`src/rtl/flop_compare_monitor.sv`:
```
// Scoreboard for the per-flop equivalence bits: saturating per-check failure counts,
// first-failure capture, and a per-check report streamed over a valid/ready handshake.
module flop_compare_monitor #(
   parameter int NCHECKS = 16,
   parameter int CNTW    = 16,
   parameter int TSW     = 32,
   parameter int SETTLE  = 2,
   localparam int IDXW   = $clog2(NCHECKS)
) (
   input  logic               clk,
   input  logic               reset,
   input  logic               arm,
   input  logic               stop,
   input  logic               sample,
   input  logic [NCHECKS-1:0] ok,
   output logic               busy,
   output logic               any_fail,
   output logic [TSW-1:0]     first_ts,
   output logic [IDXW-1:0]    first_idx,
   output logic [CNTW-1:0]    fail_cycles,
   output logic               dump_valid,
   input  logic               dump_ready,
   output logic [IDXW-1:0]    dump_idx,
   output logic [CNTW-1:0]    dump_count,
   output logic               done
);

   // Handshake: a record (dump_idx, dump_count) transfers on any posedge where
   // dump_valid && dump_ready; while dump_ready is low the record is held unchanged.

   localparam int SW = $clog2(SETTLE + 2);

   typedef enum logic [1:0] {S_IDLE, S_SETTLE, S_RUN, S_DUMP} state_t;

   state_t             state, state_nxt;
   logic [CNTW-1:0]    cnt [NCHECKS];
   logic [TSW-1:0]     ts;
   logic [SW-1:0]      settle_cnt;
   logic [NCHECKS-1:0] fail;
   logic               any_now;
   logic [IDXW-1:0]    low_idx;
   logic               take_sample;
   logic               settle_done;
   logic               last_acc;
   logic               stop_ok;

   // X/Z on an ok bit must count as a failure, hence the case-equality test.
   always_comb begin
      for (int i = 0; i < NCHECKS; i++) begin
         fail[i] = ~(ok[i] === 1'b1);
      end
   end

   always_comb begin
      any_now = |fail;
      low_idx = '0;
      for (int i = NCHECKS - 1; i >= 0; i--) begin
         if (fail[i]) low_idx = IDXW'(i);
      end
   end

   assign take_sample = (state == S_RUN) && sample;
   assign settle_done = sample && (settle_cnt == SW'(SETTLE - 1));
   assign last_acc    = (state == S_DUMP) && dump_ready && (dump_idx == IDXW'(NCHECKS - 1));
   assign stop_ok     = stop && ((state == S_SETTLE) || (state == S_RUN));

   always_comb begin
      state_nxt = state;
      case (state)
         S_IDLE:   if (arm) state_nxt = (SETTLE == 0) ? S_RUN : S_SETTLE;
         S_SETTLE: begin
            if (stop)             state_nxt = S_DUMP;
            else if (settle_done) state_nxt = S_RUN;
         end
         S_RUN:    if (stop) state_nxt = S_DUMP;
         S_DUMP:   if (last_acc) state_nxt = S_IDLE;
         default:  state_nxt = S_IDLE;
      endcase
   end

   always_ff @(posedge clk) begin
      if (reset) begin
         state       <= S_IDLE;
         ts          <= '0;
         settle_cnt  <= '0;
         any_fail    <= 1'b0;
         first_ts    <= '0;
         first_idx   <= '0;
         fail_cycles <= '0;
         dump_idx    <= '0;
         done        <= 1'b0;
         for (int i = 0; i < NCHECKS; i++) cnt[i] <= '0;
      end else begin
         state <= state_nxt;
         done  <= last_acc;

         if ((state == S_IDLE) && arm) begin
            ts          <= '0;
            settle_cnt  <= '0;
            any_fail    <= 1'b0;
            first_ts    <= '0;
            first_idx   <= '0;
            fail_cycles <= '0;
            for (int i = 0; i < NCHECKS; i++) cnt[i] <= '0;
         end

         if ((state == S_SETTLE) && sample) settle_cnt <= settle_cnt + 1'b1;

         // A sample arriving together with stop is still part of the run.
         if (take_sample) begin
            if (ts != '1) ts <= ts + 1'b1;
            for (int i = 0; i < NCHECKS; i++) begin
               if (fail[i] && (cnt[i] != '1)) cnt[i] <= cnt[i] + 1'b1;
            end
            if (any_now && (fail_cycles != '1)) fail_cycles <= fail_cycles + 1'b1;
            if (any_now && !any_fail) begin
               any_fail  <= 1'b1;
               first_ts  <= ts;
               first_idx <= low_idx;
            end
         end

         if (stop_ok) begin
            dump_idx <= '0;
         end else if ((state == S_DUMP) && dump_ready) begin
            dump_idx <= last_acc ? '0 : dump_idx + 1'b1;
         end
      end
   end

   assign busy       = (state != S_IDLE);
   assign dump_valid = (state == S_DUMP);
   assign dump_count = dump_valid ? cnt[dump_idx] : '0;

endmodule

```
`config.mk`:
```
export PLATFORM = sky130hd
export DESIGN_NAME = flop_compare_monitor
export DESIGN_NICKNAME = d
export VERILOG_FILES = /design/src/rtl/flop_compare_monitor.sv
export SDC_FILE = /design/constraint.sdc
export NUM_CORES = 1
export LEC_CHECK = 0
export ABC_AREA = 0
export CAP_MARGIN = 30
export CORE_MARGIN = 4
export CORE_UTILIZATION = 42
export DETAILED_ROUTE_END_ITERATION = 7
export GPL_TIMING_DRIVEN = 0
export SLEW_MARGIN = 20
export SYNTH_ARGS = -nofsm -noshare
export SYNTH_HDL_FRONTEND = slang
export SYNTH_SLANG_ARGS = --single-unit
```
`constraint.sdc`:
```
create_clock -name clk -period 4.9 [get_ports clk]
set_clock_uncertainty 0.1 [all_clocks]
set_input_delay 0.98 -clock clk [delete_from_list [all_inputs] [get_ports clk]]
set_output_delay 0.98 -clock clk [all_outputs]
set_load 0.02 [all_outputs]
```
# Word-level counts from Yosys, hierarchy flattened
# Memories as Yosys holds them, arrays and structs flattened. A register that Yosys moved wholly into a read port is not among the register bits.
# Cells that the tools add are included.
dict set report totals {
  mem_count 1
  output_inout_bits 76
  in_bits 22
  register_bits 94
  wordCells 298
  ram_bits 256
}
# name words width rd rd_ports_with_merged_regs wr line_no
set mem_list {}
lappend mem_list {cnt 16 16 17 1 16 36} ;# logic [CNTW-1:0] cnt [NCHECKS];
dict set report classes {
  addsub 20
  n_eq_ne 43
  n_reduce_logical 33
  mux 144
  bitwise 48
}
# op count
set op_table {}
lappend op_table {{2-to-1 mux 16 bit} 36}
lappend op_table {{adder 16 x 1 -> 16 bit, second input constant} 17}
lappend op_table {{inequality test 16 bit, second input constant} 17}
lappend op_table {{2-to-1 mux 32 bit} 6}
lappend op_table {{2-to-1 mux 4 bit} 22}
lappend op_table {{2-to-1 mux 1 bit} 72}
lappend op_table {{adder 32 x 1 -> 32 bit, second input constant} 1}
lappend op_table {{inequality test 32 bit, second input constant} 1}
lappend op_table {{OR 1 bit} 32}
lappend op_table {{logical AND 1 bit} 25}
lappend op_table {{case equality test 1 bit, second input constant} 16}
lappend op_table {{NOT 1 bit} 16}
lappend op_table {{OR reduction 16 bit} 1}
lappend op_table {{2-to-1 mux 2 bit} 7}
lappend op_table {{one-hot mux 2 bit (4 select lines)} 1}
lappend op_table {{adder 4 x 1 -> 4 bit, second input constant} 1}
lappend op_table {{== test 2 x 1 -> 1 bit, second input constant} 2}
lappend op_table {{== test 2 bit, second input constant} 2}
lappend op_table {{== test 4 bit, second input constant} 1}
lappend op_table {{inequality test 2 bit, second input constant} 2}
lappend op_table {{AND reduction 4 bit} 1}
lappend op_table {{nonzero test 2 bit} 2}
lappend op_table {{inequality test 3 bit, second input constant} 1}
lappend op_table {{adder 2 x 1 -> 2 bit, second input constant} 1}
lappend op_table {{other kinds (5)} 5}

# Depth between registers and ports, before layout
# Gate-level depths: netlist of run 1.
dict set report depth {
  ltp_word 19
  mapped_depth 11
  mapped_depth_nobuf 8
}

# Least setup slack after synthesis of run 1
# No wires, ideal clock.
dict set report synth_timing {
  kind {register to output}
  start {register (tool-made name)}
  end {output port dump_count[3]}
  slack_ns 1.449
  stages_incl_launch_ff 7
  arrival_time_ns 2.371
  required_ns 3.820
  cell_sequence {dfxtp_1 buf_2 buf_1 clkbuf_1 mux4_2 mux4_2 and2_1}
}
# item line_no
set synth_lines {}
lappend synth_lines {{end, declared} 24} ;# output logic [CNTW-1:0] dump_count,

==> results of run 1 <==
power by group:
group	leakage, nW	switching, W	internal [W]
Combinational	3.41	0.000908	0.000601
Clock	0.660	0.00126	0.00179
Sequential	3.52	0.000597	0.00375
worst paths after layout:
kind	from	to	cells after the start
worst max-delay path	flop	dump_count[0]	8
worst min-delay path	first_idx[1]$_SDFF_PP0_	first_idx[1]$_SDFF_PP0_	2
worst max register to register	state[0]$_SDFFE_PP0P_	cnt[5][1]$_SDFFCE_PN0P_	11
worst min register to register	first_idx[1]$_SDFF_PP0_	first_idx[1]$_SDFF_PP0_	2
cell families after synthesis:
| kind of cell | Yosys count |
|---|---|
| adder cells (fa/ha/maj) | 25 |
| flip-flops | 354 |
| XOR/XNOR | 223 |
| AND/OR/NAND/NOR | 830 |
| multiplexers | 83 |
| AO/OA/AOI/OAI | 201 |
| buffers and inverters | 129 |
through the flow:
| step | setup WS (ps) | total power [W] | util [%] |
|---|---|---|---|
| after global placement | -243 | 0.00580 | 46.5 |
| after CTS | 12.7 | 0.00896 | 49.9 |
| final | 121 | 0.00890 | 49.9 |
| after detailed placement | -187 | 0.00589 | 46.9 |
| after global routing | 21.1 | 0.00928 | 49.9 |
| after floorplan | 1450 | 0.00517 | - |
sequential cells by signal, summed over array words and instances (netlist names), named ones only:
| register | count |
|---|---|
| any_fail | 1 |
| cnt | 256 |
| done | 1 |
| dump_idx | 4 |
| fail_cycles | 16 |
| first_idx | 4 |
| first_ts | 32 |
| settle_cnt | 2 |
| state | 2 |
| ts | 32 |
layout by cell type, fill, tap and decap left out, drive strengths merged, types with 66 or more instances in the layout:
cell type      netlist  layout
xor2               134     134
edfxtp             240     240
nand2              124     124
nand3              131     131
nor2               313     313
clkdlybuf4s50        0      97
and3                66      66
xnor2               89      89
mux4                80      80
dfxtp              114     114
clkbuf              57     124
per-layer routing:
metal | share of wire (%) | global-route usage [%] | up-vias
met3 | 7.6 | 3.99 | 104
met2 | 46 | 34.6 | 531
li1 | - | - | 7067
met5 | 0.023 | 0 | -
met4 | 3.7 | 8.61 | 2
met1 | 43 | 29.8 | 7418
worst min-delay path, cell delays in order, from the launching register on:
cell	delay [ps]
dfxtp_1	320
nand2_1	50
o21ai_0	60
area by class of cell:
type | instances | area (µm²) | area share, %
multi-input cells | 1362 | 9520 | 41.9
flip-flops and latches | 354 | 9490 | 41.7
clock buffers | 65 | 1270 | 5.59
repair buffers | 108 | 1090 | 4.78
well taps | 600 | 751 | 3.30
plain buffers | 80 | 359 | 1.58
inverters | 49 | 184 | 0.809
clock inverters | 11 | 72.6 | 0.319
diodes | 1 | 2.50 | 0.0110
repair_timing:
item,CTS,global route
pin swaps,0,0
endpoints found under the hold margin,0,0
resized for setup,17,2
hold buffers,0,0
endpoints found under the setup margin,16,16
==> flow_summary_export.csv, run 1 <==
group,metric,value,unit
floorplanning,die_h,223,µm
place,gp_congestion,0.895,
detailed_routing,wire_per_inst,21.1,µm
synth,synth_top_cell_by_area,"edfxtp_1",
clocking,clk_latency,570,ps
final_layout,stdcell_count,2630,
clocking,cts.clk_slew.worst_paths,60,ps
pwr,p_per_area,392,nW/µm²
setup_path,slowest_stage,"clkdlybuf4s50_1",
global_routing,antenna_found_initial,2,
synth,syn_area_per_cell,10.6,µm²
timing,slew_headroom,35.9,%
setup_path,crit_family,"buffers and inverters",
detailed_routing,drt-vias-per-instance,5.75,
place,dp_cells,2552,
synth,synth_cell_types,72,
synth,syn_area,19500,µm²
synth,synth_compound_area_share,7.13,%
pwr,ir_drop,282,µV
place,dp_hpwl,41.5,mm
floorplanning,core_area,45600,µm²
timing,fin_crit_sh,97.5,%
final_layout,n_fill_cell,4154,
detailed_routing,wirelength,55.5,mm
setup_path,path_class,"flop to output port",
synth,ys_seq_area_share,48.7,%
timing,slew_viol_final,0,
timing,worstMarginPinSlew,960,ps
synth,synthXorXnorAreaFrac,10.0,%
timing,tns,0,ps
detailed_routing,route.detailed.drc,0,
floorplanning,dieArea,49900,µm²
setup_path,crit_required,3820,ps
clocking,cts_htree_levels,2,
clocking,cts_sinks,354,
clocking,cts-buffers-inserted,42,
final_layout,drive_above_1_share,10.1,%
worst_hold_path,hp-class,"flop to flop",
setup_path,cp_cell_sequence,"buf_2 -> buf_2 -> buf_8 -> clkbuf_4 -> mux4_2 -> mux4_2 -> and2_1 -> clkdlybuf4s50_1",
clocking,cts_tree,"built",
job,max_cap_viol_count,0,
timing,setup_viol,0,
detailed_routing,drtPass1Iterations,6,
synth,synth_simple_gate_area_share,20.4,%
floorplanning,die_x,223,µm
floorplanning,ios,98,
detailed_routing,ant_nets,0,
synth,synthTopCellsByCount,"nor2_1, edfxtp_1, xor2_1",
timing,fmax,209,MHz
floorplanning,rows,78,
clocking,clk_root_buffer_cell,"clkbuf_16",
setup_path,cpPeakStageDelay,570,ps
setup_path,crit_path_max_fanout,10,
synth,async_reset_ff_share,0,%
setup_path,cp_num_buf_inv,5,
clocking,clockBufferDepth,3,
synth,synth_top_family_by_area,"simple AND/OR/NAND/NOR gates",
detailed_routing,drt-initial-drc-count,1297,
place,placed_area,21400,µm²
synth,synth_mux_area_share,9.41,%
setup_path,start_kind,"flop",
synth,ys_ff_latch,354,
timing,hold_slack,358,ps
global_routing,grt_pass1_vias,14596,
synth,synth-edff-count,240,
synth,synth_area_leaders,"edfxtp_1, dfxtp_1, mux4_2",
outcome,status,"complete, no violations",
final_layout,area_growth,16.8,%
global_routing,grt_pass1_wl,85.9,mm
global_routing,globalRouteOverflowTotal,0,
synth,ys.flop_type,"edfxtp_1",
setup_path,cp_data_arrival_time,3700,ps
final_layout,design_area,22700,µm²
timing,min_period,4780,ps
synth,synth_top_area_share,37.0,%
place,port_buffers,97,
floorplanning,initial_core_util,42.7,%
synth,synth_nets,1892,
pwr,power_leakage,7.60,nW
timing,hold_violations,0,
synth,synth_adder_area_share,1.61,%
detailed_routing,vias,15122,
final_layout,layout.nets,2044,
synth,synth_warnings,0,
synth,synth_most_common_cell,"nor2_1",
setup_path,rrSetupSlack,640,ps
global_routing,grt_usage,21.8,%
setup_path,end_kind,"output port",
global_routing,grt_max_degree,17,
timing,rsz0062_at_grt,"false",
clocking,cts_setup_buffers,0,
synth,synthCells,1845,
(Power assumes the default switching activity.)
==> run 2, diff against run 1 <==
- CORE_MARGIN: 4 -> default
- PLACE_DENSITY: default -> 0.55
==> flow_summary_export.csv, run 2 (same netlist as run 1, synthesis figures left out) <==
group,metric,value,unit
outcome,status,"complete, no violations",
clocking,cts.hold.buffers_added,0,
final_layout,largestRegisters,"cnt: 256 flops, first_ts: 32 flops, ts: 32 flops",
final_layout,layout.nets,2042,
clocking,cts.clk_slew.worst_paths,60,ps
clocking,clk_latency,570,ps
detailed_routing,ant_nets,0,
final_layout,design_area,22900,µm²
global_routing,antenna_found_initial,2,
timing,min_period,4750,ps
global_routing,grt_max_degree,17,
setup_path,end_kind,"output port",
clocking,clockBufferDepth,3,
worst_hold_path,hp-class,"flop to flop",
final_layout,drive_above_1_share,10.6,%
floorplanning,die_x,217,µm
pwr,p_seq_share,47.4,%
place,gp_congestion,0.900,
detailed_routing,drt-initial-drc-count,1284,
clocking,cts-resized-gates,20,
final_layout,final_common_cell,"nor2_1",
clocking,cts_sinks,354,
pwr,p_per_area,401,nW/µm²
clocking,cts_setup_buffers,0,
timing,hold_violations,0,
setup_path,crit_required,3820,ps
pwr,switchingPower,0.00281,W
clocking,cts-buffers-inserted,42,
final_layout,largest_reg_flops,256,
floorplanning,dieArea,47200,µm²
detailed_routing,wirelength,56.4,mm
final_layout,stdcell_count,2628,
pwr,power_leakage,7.65,nW
timing,worstMarginPinSlew,978,ps
place,dp_cells,2551,
setup_path,start_kind,"flop",
floorplanning,die_h,217,µm
pwr,clockPowerShare,36.1,%
detailed_routing,route.detailed.drc,0,
detailed_routing,vias,15044,
pwr,combPwrFrac,16.5,%
floorplanning,rows,78,
clocking,clk_root_buffer_cell,"clkbuf_16",
setup_path,crit_path_max_fanout,10,
final_layout,area_growth,17.5,%
global_routing,grt_pass1_vias,14062,
setup_path,cp_data_arrival_time,3670,ps
final_layout,n_fill_cell,4124,
final_layout,regMostFlops,"cnt",
place,dp_hpwl,42.5,mm
setup_path,path_class,"flop to output port",
timing,setup_viol,0,
timing,rsz0062_at_grt,"true",
timing,slew_headroom,34.7,%
clocking,cts_htree_levels,2,
floorplanning,initial_core_util,42.7,%
clocking,cts_tree,"built",
global_routing,globalRouteOverflowTotal,0,
floorplanning,ios,98,
timing,fin_crit_sh,96.9,%
pwr,intPower,0.00637,W
timing,fmax,211,MHz
pwr,switching_share,30.6,%
detailed_routing,wire_per_inst,21.4,µm
place,placed_area,21400,µm²
pwr,ir_drop,310,µV
floorplanning,core_area,45600,µm²
timing,tns,0,ps
global_routing,grt_usage,23.7,%
job,max_cap_viol_count,0,
detailed_routing,drtPass1Iterations,6,
timing,slew_viol_final,0,
place,port_buffers,97,
detailed_routing,drt-vias-per-instance,5.72,
final_layout,layout_common_cells,"nor2_1, edfxtp_1, xor2_1, nand3_1, nand2_1",
global_routing,grt_pass1_wl,84.6,mm
final_layout,multi_input_area,9530,µm²
final_layout,seqCellArea,9490,µm²
run 2: area by class of cell:
| cell class | instances | area share (%) |
|---|---|---|
| Antenna cell | 2 | 0.0219 |
| Buffer | 80 | 1.64 |
| Clock buffer | 58 | 5.68 |
| Clock inverter | 17 | 0.744 |
| Inverter | 49 | 0.804 |
| Multi-Input combinational cell | 1362 | 41.7 |
| Sequential cell | 354 | 41.5 |
| Tap cell | 600 | 3.28 |
| Timing Repair Buffer | 106 | 4.69 |
run 2: final timing paths:
| kind | startpoint | to | slack (ps) | depth (start not counted) |
|---|---|---|---|---|
| worst max-delay path | flop | dump_count[15] | 150 | 6 |
| worst min-delay path | first_ts[8]$_SDFF_PP0_ | first_ts[8]$_SDFF_PP0_ | 370 | 1 |
| worst max register to register | state[0]$_SDFFE_PP0P_ | cnt[5][8]$_SDFFCE_PN0P_ | 510 | 11 |
| worst min register to register | first_ts[8]$_SDFF_PP0_ | first_ts[8]$_SDFF_PP0_ | 370 | 1 |
run 2: critical path, stage by stage, from the launching register on:
cell and delay (ps):
dfxtp_1 300, buf_2 340, clkdlybuf4s18_2 550, mux4_2 620, mux4_2 470, and2_1 240, clkdlybuf4s50_1 570
run 2: metal layers:
| layer | GRT usage, % | share of wire [%] | up-vias |
|---|---|---|---|
| li1 | - | - | 7064 |
| met1 | 32.2 | 44 | 7401 |
| met2 | 37.1 | 46 | 469 |
| met3 | 3.21 | 5.7 | 110 |
| met4 | 12.1 | 4.8 | 0 |
| met5 | 0 | 0 | - |
run 2: power groups by stage:
stage	Clock, W	Sequential [W]	Combinational (W)
detailed placement	0	0.00439	0.00151
floorplan	0	0.00416	0.00101
global placement	0	0.00439	0.00143
CTS	0.00339	0.00433	0.00152
global route	0.00349	0.00440	0.00165
finish	0.00331	0.00435	0.00152
run 2: metrics by stage:
step	hold WS, ps	utilization (%)	setup WS [ps]	power, W
after floorplan	353	-	1450	0.00517
after global placement	363	46.5	-346	0.00582
after detailed placement	366	46.9	-329	0.00590
after global routing	395	50.2	-0.937	0.00954
final	374	50.2	150	0.00917
after CTS	379	50.2	27.8	0.00925
